File: src/rtl/mod_add_seq_if.sv
// Handshake bundle between the point-arithmetic sequencer (master) and the
// limb-serial modular adder (slave).
interface mod_add_seq_if;
  logic         in_valid;
  logic         in_ready;
  logic [255:0] A;
  logic [255:0] B;
  logic         out_valid;
  logic         out_ready;
  logic [255:0] R;
  logic         busy;

  modport master (
    output in_valid, A, B, out_ready,
    input  in_ready, out_valid, R, busy
  );

  modport slave (
    input  in_valid, A, B, out_ready,
    output in_ready, out_valid, R, busy
  );
endinterface

File: src/rtl/mod_add_seq.sv
// Limb-serial modular adder R = (A + B) mod p for the secp256k1 field.
// Sum and sum-minus-p are built side by side, one LIMB_W-bit limb per cycle.
module mod_add_seq #(
  parameter int unsigned  LIMB_W  = 64,
  parameter logic [255:0] P_CONST = 256'hFFFFFFFF_FFFFFFFF_FFFFFFFF_FFFFFFFF_FFFFFFFF_FFFFFFFF_FFFFFFFE_FFFFFC2F
) (
  input logic          clk,
  input logic          rst_n,
  mod_add_seq_if.slave bus
);
  localparam int unsigned N     = 256 / LIMB_W;
  localparam int unsigned CNT_W = $clog2(N) + 1;

  typedef enum logic [1:0] {
    IDLE = 2'd0,
    ADD  = 2'd1,
    SEL  = 2'd2,
    DONE = 2'd3
  } state_t;

  state_t           state_r;
  state_t           state_s;
  logic [255:0]     a_r;
  logic [255:0]     b_r;
  logic [255:0]     p_r;
  logic [255:0]     s_r;
  logic [255:0]     t_r;
  logic [255:0]     r_r;
  logic             c_r;
  logic             bw_r;
  logic [CNT_W-1:0] idx_r;
  logic             in_ready_r;
  logic             out_valid_r;
  logic             busy_r;
  logic [LIMB_W:0]  sum_s;
  logic [LIMB_W:0]  diff_s;

  // Operands drain LSB-first from the bottom; results fill from the top so
  // that after N limbs the lowest limb sits at bit 0.
  function automatic logic [255:0] push_limb(input logic [255:0] v, input logic [LIMB_W-1:0] limb);
    logic [255+LIMB_W:0] w;
    w = {limb, v};
    return w[255+LIMB_W:LIMB_W];
  endfunction

  assign bus.in_ready  = in_ready_r;
  assign bus.out_valid = out_valid_r;
  assign bus.busy      = busy_r;
  assign bus.R         = r_r;

  // Current-limb add with carry and trial subtract of p with borrow
  always_comb begin
    sum_s  = {1'b0, a_r[LIMB_W-1:0]} + {1'b0, b_r[LIMB_W-1:0]} + {{LIMB_W{1'b0}}, c_r};
    diff_s = {1'b0, sum_s[LIMB_W-1:0]} - {1'b0, p_r[LIMB_W-1:0]} - {{LIMB_W{1'b0}}, bw_r};
  end

  // Next-state decode
  always_comb begin
    state_s = state_r;
    case (state_r)
      IDLE: begin
        if (bus.in_valid && in_ready_r) state_s = ADD;
        else                            state_s = IDLE;
      end
      ADD: begin
        if (idx_r == CNT_W'(N - 1)) state_s = SEL;
        else                        state_s = ADD;
      end
      SEL: state_s = DONE;
      DONE: begin
        if (bus.out_ready && out_valid_r) state_s = IDLE;
        else                              state_s = DONE;
      end
      default: state_s = IDLE;
    endcase
  end

  // State register
  always_ff @(posedge clk or negedge rst_n) begin
    if (!rst_n) state_r <= IDLE;
    else        state_r <= state_s;
  end

  // Handshake outputs follow the next state so they are valid from the edge on
  always_ff @(posedge clk or negedge rst_n) begin
    if (!rst_n) begin
      in_ready_r  <= 1'b1;
      out_valid_r <= 1'b0;
      busy_r      <= 1'b0;
    end else begin
      in_ready_r  <= (state_s == IDLE);
      out_valid_r <= (state_s == DONE);
      busy_r      <= (state_s != IDLE);
    end
  end

  // Limb datapath and result register
  always_ff @(posedge clk or negedge rst_n) begin
    if (!rst_n) begin
      a_r   <= 256'd0;
      b_r   <= 256'd0;
      p_r   <= 256'd0;
      s_r   <= 256'd0;
      t_r   <= 256'd0;
      r_r   <= 256'd0;
      c_r   <= 1'b0;
      bw_r  <= 1'b0;
      idx_r <= {CNT_W{1'b0}};
    end else begin
      case (state_r)
        IDLE: begin
          if (bus.in_valid && in_ready_r) begin
            a_r   <= bus.A;
            b_r   <= bus.B;
            p_r   <= P_CONST;
            c_r   <= 1'b0;
            bw_r  <= 1'b0;
            idx_r <= {CNT_W{1'b0}};
          end
        end
        ADD: begin
          a_r   <= push_limb(a_r, {LIMB_W{1'b0}});
          b_r   <= push_limb(b_r, {LIMB_W{1'b0}});
          p_r   <= push_limb(p_r, {LIMB_W{1'b0}});
          s_r   <= push_limb(s_r, sum_s[LIMB_W-1:0]);
          t_r   <= push_limb(t_r, diff_s[LIMB_W-1:0]);
          c_r   <= sum_s[LIMB_W];
          bw_r  <= diff_s[LIMB_W];
          idx_r <= idx_r + CNT_W'(1);
        end
        // Subtract p exactly when the 257-bit sum reached p
        SEL: r_r <= (c_r | ~bw_r) ? t_r : s_r;
        DONE: r_r <= r_r;
        default: r_r <= r_r;
      endcase
    end
  end
endmodule

File: src/flat_wrapper.sv
// flat-port wrapper written by rule: the top's interface ports become plain ports
module mod_add_seq_flat 
#(
  parameter int unsigned  LIMB_W  = 64,
  parameter logic [255:0] P_CONST = 256'hFFFFFFFF_FFFFFFFF_FFFFFFFF_FFFFFFFF_FFFFFFFF_FFFFFFFF_FFFFFFFE_FFFFFC2F
)
  (clk, rst_n, bus_in_valid, bus_A, bus_B, bus_out_ready, bus_in_ready, bus_out_valid, bus_R, bus_busy);
  mod_add_seq_if bus_i ();
  input logic clk;
  input logic rst_n;
  input wire logic [$bits(bus_i.in_valid)-1:0] bus_in_valid;
  input wire logic [$bits(bus_i.A)-1:0] bus_A;
  input wire logic [$bits(bus_i.B)-1:0] bus_B;
  input wire logic [$bits(bus_i.out_ready)-1:0] bus_out_ready;
  output wire logic [$bits(bus_i.in_ready)-1:0] bus_in_ready;
  output wire logic [$bits(bus_i.out_valid)-1:0] bus_out_valid;
  output wire logic [$bits(bus_i.R)-1:0] bus_R;
  output wire logic [$bits(bus_i.busy)-1:0] bus_busy;
  assign bus_i.in_valid = bus_in_valid;
  assign bus_i.A = bus_A;
  assign bus_i.B = bus_B;
  assign bus_i.out_ready = bus_out_ready;
  assign bus_in_ready = bus_i.in_ready;
  assign bus_out_valid = bus_i.out_valid;
  assign bus_R = bus_i.R;
  assign bus_busy = bus_i.busy;
  mod_add_seq #(.LIMB_W(LIMB_W), .P_CONST(P_CONST)) u_core (.clk(clk), .rst_n(rst_n), .bus(bus_i));
endmodule
File: config.mk
export PLATFORM = sky130hd
export DESIGN_NAME = mod_add_seq_flat
export DESIGN_NICKNAME = d
export VERILOG_FILES = /design/src/rtl/mod_add_seq_if.sv /design/src/rtl/mod_add_seq.sv /design/src/flat_wrapper.sv
export SDC_FILE = /design/constraint.sdc
export NUM_CORES = 2
export LEC_CHECK = 0
export BUFFER_PORTS_ARGS = -buffer_cell sky130_fd_sc_hd__buf_4
export CAP_MARGIN = 20
export CORE_MARGIN = 10
export CORE_UTILIZATION = 63
export CTS_CLUSTER_DIAMETER = 60
export DETAILED_ROUTE_END_ITERATION = 16
export HOLD_SLACK_MARGIN = 0.15
export PLACE_DENSITY = 0.95
export SYNTH_ARGS = -nofsm -noshare
export SYNTH_HDL_FRONTEND = slang
export SYNTH_SLANG_ARGS = --single-unit
File: constraint.sdc
create_clock -name clk -period 13.6 [get_ports clk]
set_input_delay 0.68 -clock clk [delete_from_list [all_inputs] [get_ports clk]]
set_output_delay 0.68 -clock clk [all_outputs]
set_load 0.02 [all_outputs]
==> metrics.cfg <==
[outcome]
status = completed

[finish]
multiInputGateArea_mm2 = 0.0270
syn2layout_area_growth_pct = 19.4
ff_latch_area_mm2 = 0.0324
nets = 8486
drive_above_1_share_pct = 13.7
fill_cells = 5867

[sta]
max_slew.worst_pin.slew_ns = 1.24
min_period_over_period_pct = 47.7
slew_headroom_pct = 17.2
worst_clock_skew_ns = 0.0369
fin_crit_ns = 6.49
final_hold_viol_count = 0
rsz0062_at_grt = false
finalSetupViolations = 0
maxSlewViolCount = 0
fin_setup_tns_ns = 0
max_freq_ghz = 0.154

[clocking]
cts-htree-levels = 4
cts_root_buffer = clkbuf_16
cts.repair.resized = 0
cts_buffer_depth = 3
cts_buffers = 139
cts_tree = done
insertion_delay_ns = 0.78
cts_num_sinks = 1295
path_clk_slew_ns = 0.06

[global_routing]
grt_pass1_vias = 57800
grt_first_pass_wirelength_um = 341000
gr-usage-all-layers_pct = 39.5
grt_max_degree = 264
antenna_found_initial = 26
overflow = 0

[synthesis]
ys_types = 76
synth-edff-count = 0
yosysSeqAreaShare_pct = 52.5
synth_cells = 7193
yosysMostFrequentCell = nand2_1
synth_flop_cell = dfrtp_1
synth_area_per_cell_um2 = 8.59
ys.warnings.count = 0
yosysTopAreaCell = dfrtp_1
ys_ff_latch = 1295
syn_nets = 7902
synth_area_leaders = dfrtp_1, nand2_1, mux2i_1
async_reset_ff_share_pct = 100
yosys-top-cells-count = nand2_1, dfrtp_1, nor2_1
synth_top_area_share_pct = 52.4
synth_area_mm2 = 0.0618

[worst_setup_path]
start_kind = flip-flop
cp_common_cell = a21oi_1
crit_fanout = 7
end_kind = flip-flop
cpPeakStageDelay_ns = 0.59
slowest_stage = o31ai_1
arrival_ns = 7.18
crit_chain = fa_1, inv_1, fa_1, nor2b_1, o31a_1, o31ai_2, o21ai_1, a31oi_1, o21ai_0, xnor2_1, ha_1, inv_1, ha_1, a21oi_1, o21ai_0, a211oi_1, a21oi_1, o31ai_1, a21oi_1, nor2_1, o221ai_1, or3_1, nand3_1
reg2reg_depth = 23
crit_type = reg2reg
crit_required_ns = 14.29
r2r_setup_slack_ns = 7.11

[die]
ioPinCount = 775
rows = 114
die_h_um = 333
core_area_mm2 = 0.0970
fp.dieW_um = 333
start_util_pct = 63.7
die_area_mm2 = 0.111

[placement]
hpwl_um = 147000
routabilityCongestion = 0.961
portBuffers = 774

[routing]
wl_per_cell_um = 24.6
wl_um = 226000
drcViolationCount = 0
vias_per_cell = 6.32
num_vias = 58000
ant_nets = 0
drt-pass1-iter-count = 8
drt_iter0_markers = 8614

[flow_run]
cap_violations = 0

[min_path]
holdPathStages = 3
hold_class = in2reg

## logic make-up (layout without fill, tap and decap cells)
kind of cell | after synthesis | after routing | synth area share, %
AO/OA/AOI/OAI | 1346 | 1346 | 12.8
XOR/XNOR | 111 | 111 | 1.57
adder cells (fa/ha/maj) | 193 | 193 | 3.96
buffers and inverters | 641 | 1336 | 3.92
flip-flops | 1295 | 1295 | 52.5
multiplexers | 257 | 257 | 4.17
other | 0 | 16 | 0
AND/OR/NAND/NOR | 3350 | 3350 | 21.1
## cells in the final DEF, fill, tap and decap left out, types with 7 or more instances in the layout
cell,netlist,layout
clkbuf_1,450,30
mux2i_1,257,257
a21oi_1,273,273
buf_4,0,806
clkbuf_8,0,31
nor4_1,9,9
and2_1,8,8
and3_1,13,12
nor3_1,17,17
clkbuf_16,0,143
nor2b_1,13,12
xor2_1,50,50
a21o_1,67,67
dfrtp_1,1294,1293
xnor2_1,61,61
clkinv_4,0,7
buf_12,0,10
nand4_1,43,43
nand2b_1,15,14
o21a_1,12,12
a211oi_1,8,8
dlygate4sd3_1,0,100
nand2_1,2685,2684
a31oi_1,403,403
o211ai_1,14,14
diode_2,0,16
inv_1,162,162
clkinv_2,0,18
ha_1,189,189
nor2_1,459,458
o31ai_1,11,11
o21ai_0,438,438
o21bai_1,35,35
nand3_1,69,68
o21ai_1,28,28
## routing by layer
metal | up-vias | wire (um) | global-route usage [%]
met1 | 27600 | 79800 | 47.0
li1 | 25000 | - | -
met5 | - | 140 | 0.260
met2 | 4258 | 102000 | 61.9
met4 | 22 | 20000 | 28.8
met3 | 1095 | 24000 | 10.3
## cell type report
| cell class | count | area share (%) |
|---|---|---|
| Clock inverter | 48 | 0.762 |
| Tap cell | 1276 | 2.17 |
| Antenna cell | 16 | 0.0543 |
| Multi-Input combinational cell | 5257 | 36.6 |
| Inverter | 162 | 0.825 |
| Clock buffer | 204 | 5.58 |
| Timing Repair Buffer | 922 | 10.1 |
| Sequential cell | 1295 | 44.0 |
## stage by stage
stage,util (%),hold slack (ns),setup slack (ns),instances,area [um2]
CTS,75.8,0.151,7.21,9159,73600
floorplan,-,0.384,8.25,7193,61800
global placement,70.0,0.449,7.33,8807,67900
global route,76.0,0.172,6.72,9178,73700
detailed placement,70.0,0.461,7.26,8807,67900
finish,76.0,0.172,7.11,9180,73700
## final timing paths
| path | start | endpoint |
|---|---|---|
| max in group asynchronous | rst_n | u_core.bus.R[62] |
| worst min-delay path | bus_A[225] | u_core.a_r[225] |
| worst max-delay path | u_core.c_r | u_core.t_r[255] |
| min in group asynchronous | rst_n | u_core.s_r[18] |
| worst max register to register | u_core.c_r | u_core.t_r[255] |
| worst min register to register | u_core.s_r[47] | u_core.s_r[47] |
## registers in the layout, summed over array words and instances, names as in the netlist, 2 cells and up
name,flops
u_core.s_r,256
u_core.a_r,256
u_core.state_r,2
u_core.t_r,256
u_core.idx_r,3
u_core.b_r,256
u_core.bus.R,256
u_core.p_r,5
## worst max-delay path, delay by kind of cell, from the launching register on
kind | cells | cell delay [ns]
AO/OA/AOI/OAI | 12 | 3.40
XOR/XNOR | 1 | 0.33
adder cells (fa/ha/maj) | 4 | 1.29
buffers and inverters | 2 | 0.16
flip-flops | 1 | 0.44
AND/OR/NAND/NOR | 4 | 0.80
## repair_timing
action | 4_1_cts | 5_1_grt
hold endpoints to repair | 245 | 0
hold buffers | 100 | 0
setup buffers | 0 | 0
Power is left out: the tool's default activity adds up to more than one toggle a clock period on the data nets, which glitch-free logic cannot reach.
